## config.mk

```make
export PLATFORM = sky130hd
export DESIGN_NAME = mux_2_1_stream_arbiter
export DESIGN_NICKNAME = d
export VERILOG_FILES = /design/src/rtl/mux_pkg.sv /design/src/rtl/mux_2_1_arbiter_grant.sv /design/src/rtl/mux_2_1_stream_arbiter.sv
export SDC_FILE = /design/constraint.sdc
export NUM_CORES = 1
export LEC_CHECK = 0
export CELL_PAD_IN_SITES_DETAIL_PLACEMENT = 0
export CELL_PAD_IN_SITES_GLOBAL_PLACEMENT = 1
export CORE_MARGIN = 5
export CORE_UTILIZATION = 28
export CTS_CLUSTER_DIAMETER = 50
export CTS_CLUSTER_SIZE = 20
export DETAILED_ROUTE_END_ITERATION = 16
export GPL_ROUTABILITY_DRIVEN = 0
export HOLD_SLACK_MARGIN = 0.05
export PLACE_DENSITY_LB_ADDON = 0.25
export SETUP_SLACK_MARGIN = 0.02
export SLEW_MARGIN = 20
export SYNTH_ARGS = -nofsm -noshare
export SYNTH_HDL_FRONTEND = slang
export SYNTH_SLANG_ARGS = --single-unit
export TNS_END_PERCENT = 20
```

## constraint.sdc

```tcl
create_clock -name Clock_In -period 2 [get_ports Clock_In]
set_input_delay 0.3 -clock Clock_In [delete_from_list [all_inputs] [get_ports Clock_In]]
set_output_delay 0.3 -clock Clock_In [all_outputs]
set_load 0.005 [all_outputs]
```

## src/rtl/mux_pkg.sv

```systemverilog
// Shared types and channel constants for the 2:1 stream merge.
// Round-robin arbitration is selected by defining MUX_RR_EN; otherwise channel 0 has fixed priority.
package mux_pkg;

    typedef enum logic {OUT_EMPTY, OUT_FULL} out_state_t;

    localparam logic CH0 = 1'b0;
    localparam logic CH1 = 1'b1;

    function automatic logic other_channel(input logic ch);
        return ~ch;
    endfunction

endpackage

```

## src/rtl/mux_2_1_arbiter_grant.sv

```systemverilog
// Combinational grant logic for the 2:1 stream merge.
// A channel's grant never looks at its own valid, only at the competitor's valid and the pointer.
module mux_2_1_arbiter_grant
    import mux_pkg::*;
(
    input  logic [1:0] valid,
    input  logic       pointer,
    input  logic       enable,
    input  logic       can_load,
    output logic [1:0] grant
);

    logic active;

    // A channel loses only when the other channel is also requesting and the pointer favours it.
    always_comb begin
        active   = enable & can_load;
        grant[0] = active & (~valid[1] | (pointer == CH0));
        grant[1] = active & (~valid[0] | (pointer == CH1));
    end

endmodule

```

## src/rtl/mux_2_1_stream_arbiter.sv

```systemverilog
// Merges two valid/ready sources into one registered valid/ready sink, tagging each word with its source.
// Define MUX_RR_EN for round-robin arbitration; the default build uses fixed priority to channel 0.
module mux_2_1_stream_arbiter
    import mux_pkg::*;
#(
    parameter int DATA_WIDTH = 8
) (
    input  logic                  Clock_In,
    input  logic                  Reset_In,
    input  logic                  Enable_In,
    input  logic [DATA_WIDTH-1:0] Data_0_In,
    input  logic                  Valid_0_In,
    output logic                  Ready_0_Out,
    input  logic [DATA_WIDTH-1:0] Data_1_In,
    input  logic                  Valid_1_In,
    output logic                  Ready_1_Out,
    output logic [DATA_WIDTH-1:0] Data_Out,
    output logic                  Select_Out,
    output logic                  Valid_Out,
    input  logic                  Ready_In
);

    out_state_t            state;
    logic [DATA_WIDTH-1:0] data_q;
    logic                  select_q;
    logic                  valid_q;
    logic                  pointer;
    logic                  can_load;
    logic [1:0]            grant;
    logic [1:0]            transfer;
    logic                  load;
    logic                  load_sel;

    assign can_load = ~valid_q | Ready_In;

    mux_2_1_arbiter_grant u_grant (
        .valid    ({Valid_1_In, Valid_0_In}),
        .pointer  (pointer),
        .enable   (Enable_In),
        .can_load (can_load),
        .grant    (grant)
    );

    // Ready is forced low during reset so no source sees a handshake that cannot land.
    always_comb begin
        Ready_0_Out = grant[0] & ~Reset_In;
        Ready_1_Out = grant[1] & ~Reset_In;
        transfer    = {Valid_1_In & Ready_1_Out, Valid_0_In & Ready_0_Out};
        load        = |transfer;
        load_sel    = transfer[1] ? CH1 : CH0;
    end

    // Output register FSM: a load always wins over a drain, so drain+load swaps words with no bubble.
    always_ff @(posedge Clock_In or posedge Reset_In) begin
        if (Reset_In) begin
            state    <= OUT_EMPTY;
            data_q   <= '0;
            select_q <= CH0;
            valid_q  <= 1'b0;
            pointer  <= CH0;
        end else begin
            case (state)
                OUT_EMPTY: begin
                    if (load) begin
                        state    <= OUT_FULL;
                        data_q   <= load_sel ? Data_1_In : Data_0_In;
                        select_q <= load_sel;
                        valid_q  <= 1'b1;
                    end
                end
                OUT_FULL: begin
                    if (load) begin
                        data_q   <= load_sel ? Data_1_In : Data_0_In;
                        select_q <= load_sel;
                    end else if (Ready_In) begin
                        state   <= OUT_EMPTY;
                        valid_q <= 1'b0;
                    end
                end
                default: begin
                    state   <= OUT_EMPTY;
                    valid_q <= 1'b0;
                end
            endcase

            if (load) begin
`ifdef MUX_RR_EN
                pointer <= other_channel(load_sel);
`else
                pointer <= CH0;
`endif
            end
        end
    end

    assign Data_Out   = data_q;
    assign Select_Out = select_q;
    assign Valid_Out  = valid_q;

endmodule

```

* Word-level counts from Yosys, hierarchy flattened
Index checks and enable logic that the tools add are counted.
Cells by class: $add $sub $neg 0, shifts and indexed selects 0, eq/ne operators 3, reductions and logical operators 2, bitwise gates (word level) 11, multiply operators 0, order comparisons 0, div/mod/pow operators 0, muxes and demuxes 12
Operators by type and width (number):
- $mux W8 | 2
- $mux W1 | 8
- $and A1 B1 Y1 | 6
- $ne A2 B2 Y1 const B | 3
- $not A1 Y1 | 4
- $pmux W1 S2 | 2
- $reduce_and A3 Y1 | 1
- $reduce_or A2 Y1 | 1
- $or A1 B1 Y1 | 1
Word-level totals: memories 0, ROM bits 0, input port bits 22, flip-flop bits (word level) 11, output and inout bits 12, logic and storage cells 32, latch bits 0, RAM bits 0

* Logic depth before layout (Yosys ltp)
Gate-level depths: netlist of run 1.
word-level depth 9, depth in mapped cells 4, depth with buffers taken out 3

* By module
A second synthesis of run 1 with hierarchy kept.
Second synthesis, totals: cells, all modules 48, area, all modules 586.8 um^2
By module, submodules not included:
- mux_2_1_stream_arbiter | instances 1, area each 565.5 um^2, sequential area each 275.3 um^2, cells each 44
- mux_2_1_arbiter_grant | instances 1, area each 21.3 um^2, sequential area each 0.0 um^2, cells each 4

* Worst setup path after synthesis of run 1
No wires, ideal clock.
path type input port to output port, from input port Enable_In, to output port Ready_1_Out, required time 1700 ps, data arrival time 829 ps, stages 3, path slack 871 ps, path through nor2b_1 -> and2_1 -> nor2b_1
Between the ends: word-level cells in the longest chain between the ends 3
Ends and longest elaborated chain:
- start, declared | line mux_2_1_stream_arbiter.sv:10 | input logic Enable_In,
- $and A1 B1 Y1 | line mux_2_1_arbiter_grant.sv:17 | active = enable & can_load;
- $and A1 B1 Y1 | line mux_2_1_arbiter_grant.sv:19 | grant[1] = active & (~valid[0] | (pointer == CH1));
- $and A1 B1 Y1 | line mux_2_1_stream_arbiter.sv:47 | Ready_1_Out = grant[1] & ~Reset_In;
- end, declared | line mux_2_1_stream_arbiter.sv:16 | output logic Ready_1_Out,
Every way passes these cells.

* Worst setup path after layout of run 1
from input port Ready_In, to output port Ready_0_Out
Between the ends: word-level cells in the longest chain between the ends 3
Ends and longest elaborated chain:
- start, declared | line mux_2_1_stream_arbiter.sv:20 | input logic Ready_In
- $or A1 B1 Y1 | line mux_2_1_stream_arbiter.sv:34 | assign can_load = ~valid_q | Ready_In;
- $and A1 B1 Y1 | line mux_2_1_arbiter_grant.sv:17
- $and A1 B1 Y1 | line mux_2_1_stream_arbiter.sv:46 | Ready_0_Out = grant[0] & ~Reset_In;
- end, declared | line mux_2_1_stream_arbiter.sv:13 | output logic Ready_0_Out,
Every way passes these cells.

==> results of run 1 <==
## cells in the mapped netlist, drive strengths merged
cell | count | share of area (%)
o21ai | 1 | 0.84
nand2b | 2 | 2.1
mux2i | 8 | 13
buf | 5 | 6.1
nor2b | 2 | 2.1
a31oi | 11 | 12
dfrtp | 11 | 46
and3 | 1 | 1.0
inv | 2 | 1.3
a21oi | 9 | 13
nand3 | 1 | 0.84
or2 | 1 | 1.0
and2 | 1 | 1.0
## worst register-to-register path: stages (launching register included)
cell	delay, ns
dfrtp_1	0.39
nand2b_1	0.10
buf_4	0.19
and3_1	0.29
buf_4	0.18
a21oi_2	0.05
## kinds of logic after synthesis
family	after synthesis	share of synthesized area, %
buffers and inverters	7	7.34
AOI/OAI and AO/OA	21	24.9
DFF	11	46.1
and+or+nand+nor	8	8.18
muxes	8	13.4
## worst max-delay path by stage
stage,start,endpoint,slack (ns),cells after the start
global route,Enable_In,Ready_0_Out,0.10,4
CTS,Enable_In,Ready_0_Out,0.14,4
detailed placement,Enable_In,Ready_1_Out,-0.05,5
finish,Ready_In,Ready_0_Out,0.16,4
floorplan,Enable_In,Ready_1_Out,0.87,3
global placement,Enable_In,Ready_1_Out,0.02,5
## metal layers
layer | wire length, um | track usage [%] | up-vias
li1 | - | - | 282
met4 | 0 | 5.08 | 0
met2 | 646 | 14.5 | 24
met1 | 753 | 13.1 | 232
met3 | 150 | 4.64 | 0
met5 | 0 | 0 | -
## stage by stage
| stage | setup WS (ns) | total power, uW |
|---|---|---|
| final | 0.157 | 757 |
| after global routing | 0.100 | 814 |
| after detailed placement | -0.0464 | 616 |
| after floorplan | 0.871 | 432 |
| after CTS | 0.143 | 773 |
| after global placement | 0.0185 | 612 |
## power breakdown
group	total, uW	switching, uW	internal (uW)
combinational	302	111	191
clock	146	69.2	77.0
sequential	309	31.2	278
## final cells by class
| cell class | count | area [sq um] | share of cell area (%) |
|---|---|---|---|
| sequential | 11 | 275 | 27.2 |
| timing repair buffer | 40 | 382 | 37.7 |
| clock buffer | 4 | 26.3 | 2.60 |
| multi-input combinational | 37 | 288 | 28.4 |
| tap | 27 | 33.8 | 3.34 |
| inverter | 2 | 7.51 | 0.742 |
## flip-flops by register name, summed over array words and instances (netlist names)
register and count:
Valid_Out 1, Data_Out 8, Select_Out 1, state 1
## timing repair
| action | in CTS | in global routing |
|---|---|---|
| endpoints found under the hold margin | 0 | 0 |
| gates resized for setup | 4 | 0 |
| setup endpoints to repair | 1 | 0 |
| hold buffers | 0 | 0 |
==> summary.txt, run 1 <==
STA
  – Slew HR: 71.7%
  – Minimum clock period after layout: 1.84 ns
  – Worst-margin pin slew: roughly 0.42 ns
  – Setup_tns: 0 ns
  – Fin crit share: between 90% and 100%
  – Final Hold Vio Count: 0
  – Final Skew: 0.00293 ns
  – Fmax: ~0.54 GHz
  – Setup violators final: 0
  – Hold_ws: 0.429 ns
  – Final Slew Violations: 0
  – RSZ-0062 raised after global routing: false

Worst setup path
  – Critical path data required time: roughly 1.7 ns
  – R2r startpoint: Valid_Out
  – Crit. End Element: output port
  – CP Data Arrival Time: 1.54 ns
  – CP startpoint kind: input pin
  – Critical R2R Capture: Data_Out[0]
  – Reg2reg setup slack: slightly below 0.7 ns
  – CP Class: input pin to output port
  – Cell family with most CP delay: buffers and inverters
  – Crit path cell chain: clkdlybuf4s50_1 -> nand2b_1 -> and2_4 -> clkdlybuf4s50_1
  – Worst reg2reg path depth: 5
  – Most used cell, CP: clkdlybuf4s50_1
  – CP max FO: 3
  – Critical path's largest stage delay: slightly below 0.5 ns
  – CP bufs+invs: 2
  – CP max stage cell: clkdlybuf4s50_1

Drt
  – Initial DRT Pass Iterations: 4
  – Antenna-violating nets left: 0
  – DR iter-0 viols: 6
  – Via count: approximately 540
  – DRC errors left: 0
  – Final WL: 1550 um
  – Wire per inst: 12.8 um
  – Via density: 4.45

Clocking
  – CTS Root Cell: clkbuf_4
  – CTS tree: done
  – CTS Buffer Depth: 2
  – Post-CTS Setup Bufs: 0
  – Clock latency on the worst-skew pair: 0.26 ns
  – CTS buffer count: 3
  – Clock transition at path regs: 0.07 ns
  – CTS sink cnt: 11
  – Clock H-tree levels: 1

Floorplanning
  – Num rows: 16
  – Die Footprint: 3160 sq um
  – Die Wd: 56.2 um
  – Core Footprint: approximately 2000 sq um
  – Initial Util: 29.8%
  – Die Y-Extent: 56.2 um
  – # IOs: 34

Power
  – Pwr/cell area: roughly 750 nW/um^2
  – Leakage: 0.000441 uW
  – Peak VDD IR: 0.411 mV

Synthesis
  – Post-Syn Instances: 55
  – Synthesized cell area: just under 600 sq um
  – Avg Cell Area, Syn: 10.9 sq um
  – Seq/Total Area, Yosys: 46.1%
  – Ys Warns: 0
  – #FFs+latches synth: 11
  – Net Count, Synth: 77
  – Count of cell types in the netlist: 16

Global route
  – Number of global-route vias before repair: 546
  – Initial antenna violation count: 0
  – First-pass GRT wire length: 2510 um
  – All-Layer GR Usage: 10.3%
  – Grt total ovfl: 0
  – Largest net degree at the start of global routing: 13

Job
  – Max-cap viol count: 0

Cells and area
  – Most frequent cells in the layout: 32 x clkdlybuf4s50_1, 11 x dfrtp_1, 11 x a31oi_1, 8 x mux2i_1, 8 x a21oi_2
  – Fill count: ~200
  – Core Util, Final: around 51%
  – Design area: slightly above 1000 sq um
  – Nets: 117
  – Most common cell after layout, fill and taps aside: clkdlybuf4s50_1
  – Share of cells above drive strength 1: 21.3%
  – Post-route insts no fill: ~120
  – Synthesis-to-layout area growth: 69.6%
  – Antenna Cells: 0

Status
  – Status: complete, no violations

Placement
  – Placed Area: just under 1000 sq um
  – PortBufs: 33
  – Post-DP HPWL: 1160 um
  – Placed cells: 117

Min path
  – Min-Delay Path Class: input pin to async pin
No activity file was read; power rests on OpenSTA's default activity.
==> inputs of run 2 (changes only) <==
MAX_ROUTING_LAYER = met4   (was not set)
==> summary.txt, run 2 (synthesis results as in run 1) <==
Clocking
  – Post-CTS Setup Bufs: 0 (unchanged)
  – Clock H-tree levels: 1 (unchanged)
  – CTS tree: done
  – CTS Root Cell: clkbuf_4
  – Clock transition at path regs: 0.07 ns (about the same)
  – Clock latency on the worst-skew pair: 0.26 ns (about the same)
  – CTS sink cnt: 11 (unchanged)
  – CTS buffer count: 3 (unchanged)
  – CTS Buffer Depth: 2 (unchanged)

Worst setup path
  – CP Class: input pin to output port
  – CP max FO: 3 (unchanged)
  – Crit path cell chain: clkdlybuf4s50_1 -> nand2b_1 -> and2_4 -> clkdlybuf4s50_1
  – CP max stage cell: clkdlybuf4s50_1
  – Critical path data required time: 1.70 ns (about the same)
  – Crit. End Element: output port
  – CP Data Arrival Time: 1.54 ns (about the same)
  – R2r startpoint: Valid_Out
  – Most used cell, CP: clkdlybuf4s50_1
  – Worst reg2reg path depth: 5 (unchanged)
  – Critical R2R Capture: Data_Out[0]
  – Critical path's largest stage delay: 0.49 ns (about the same)
  – Reg2reg setup slack: 0.69 ns (about the same)
  – CP startpoint kind: input pin

Global route
  – First-pass GRT wire length: 2510 um (unchanged)
  – Grt total ovfl: 0 (unchanged)
  – Initial antenna violation count: 0 (unchanged)
  – Number of global-route vias before repair: 546 (unchanged)
  – All-Layer GR Usage: 10.6% (+0.28 points)
  – Largest net degree at the start of global routing: 13 (unchanged)

STA
  – Minimum clock period after layout: 1.84 ns (unchanged)
  – Setup WS post-layout: 0.157 ns (unchanged)
  – Setup violators final: 0 (unchanged)
  – Final Skew: 0.00294 ns (+0.00000894 ns)
  – Setup_tns: 0 ns (unchanged)
  – Final Hold Vio Count: 0 (unchanged)
  – RSZ-0062 raised after global routing: false
  – Worst-margin pin slew: 0.424 ns (unchanged)
  – Fmax: 0.543 GHz (unchanged)
  – Final Slew Violations: 0 (unchanged)
  – Fin crit share: 92.2% (unchanged)
  – Slew HR: 71.7% (unchanged)

Placement
  – PortBufs: 33 (unchanged)
  – DP Worst Slack: -0.0464 ns (unchanged)
  – Post-DP HPWL: 1160 um (unchanged)
  – Placed cells: 117 (unchanged)

Floorplanning
  – Die Footprint: 3160 sq um (unchanged)
  – Num rows: 16 (unchanged)
  – Core Footprint: 2000 sq um (unchanged)
  – Die Y-Extent: 56.2 um (unchanged)
  – # IOs: 34 (unchanged)
  – Die Wd: 56.2 um (unchanged)
  – Initial Util: 29.8% (unchanged)

Drt
  – Antenna-violating nets left: 0 (unchanged)
  – DR iter-0 viols: 7 (+1)
  – DRC errors left: 0 (unchanged)
  – Final WL: 1550 um (-0.13%)
  – Via count: 537 (-0.19%)
  – Wire per inst: 12.8 um (-0.13%)
  – Initial DRT Pass Iterations: 4 (unchanged)
  – Via density: 4.44 (-0.19%)

Cells and area
  – Most frequent cells in the layout: 32 x clkdlybuf4s50_1, 11 x dfrtp_1, 11 x a31oi_1, 8 x mux2i_1, 8 x a21oi_2
  – Share of cells above drive strength 1: 21.3% (unchanged)
  – Register area: 275 sq um (unchanged)
  – Synthesis-to-layout area growth: 69.6% (unchanged)
  – Nets: 117 (unchanged)
  – Most common cell after layout, fill and taps aside: clkdlybuf4s50_1
  – Antenna Cells: 0 (unchanged)
  – Max reg flops: 8 (unchanged)
  – Post-route insts no fill: 121 (unchanged)
  – Multi-input gate area: 288 sq um (unchanged)
  – Fill count: 204 (unchanged)

Power
  – Pwr/cell area: 748 nW/um^2 (about the same)
  – Leakage: 0.000441 uW (unchanged)
  – Peak VDD IR: 0.411 mV (about the same)

Job
  – Max-cap viol count: 0 (unchanged)

Min path
  – Min-Delay Path Class: input pin to async pin

Status
  – Status: complete, no violations
==> run 2: metal layers <==
layer | track usage (%) | vias to the layer above | part of all wire [%]
li1 | - | 282 | -
met1 | 13.9 | 231 | 51
met2 | 14.5 | 24 | 42
met3 | 3.25 | 0 | 6.9
met4 | 5.08 | 0 | 0
met5 | - | - | 0
==> run 2: through the flow <==
stage               util [%]  hold slack (ns)  power [uW]  cell area, sq um
detailed placement      48.8            0.448         616               977
global placement        48.8            0.432         612               977
floorplan                  -            0.152         432               597
CTS                     50.6            0.429         773              1010
global route            50.6            0.466         814              1010
finish                  50.6            0.429         757              1010
==> run 2: where the power goes <==
| group | total [uW] | switching, uW | internal (uW) |
|---|---|---|---|
| sequential | 309 | 31.3 | 278 |
| combinational | 302 | 111 | 191 |
| clock | 146 | 69.2 | 77.0 |
| total | 757 | 211 | 546 |
==> run 2: timing repair <==
item | CTS | global route
gates resized for setup | 4 | 0
hold buffers | 0 | 0
setup endpoints to repair | 1 | 0
==> run 2: worst max-delay path: cells and delay by family <==
kind	cells	cell delay (ns)
buffers and inverters	2	0.97
and+or+nand+nor	2	0.28
==> run 2: cell type report <==
cell class	count	share of cell area, %
clock buffers	4	2.60
inverters	2	0.742
multi-input cells	37	28.4
flip-flops and latches	11	27.2
well taps	27	3.34
repair buffers	40	37.7
==> run 2: how the worst max path moves through the flow <==
stage | from | endpoint
after floorplan | Enable_In | Ready_1_Out
after global placement | Enable_In | Ready_1_Out
after detailed placement | Enable_In | Ready_1_Out
after CTS | Enable_In | Ready_0_Out
after global routing | Enable_In | Ready_0_Out
final | Ready_In | Ready_0_Out
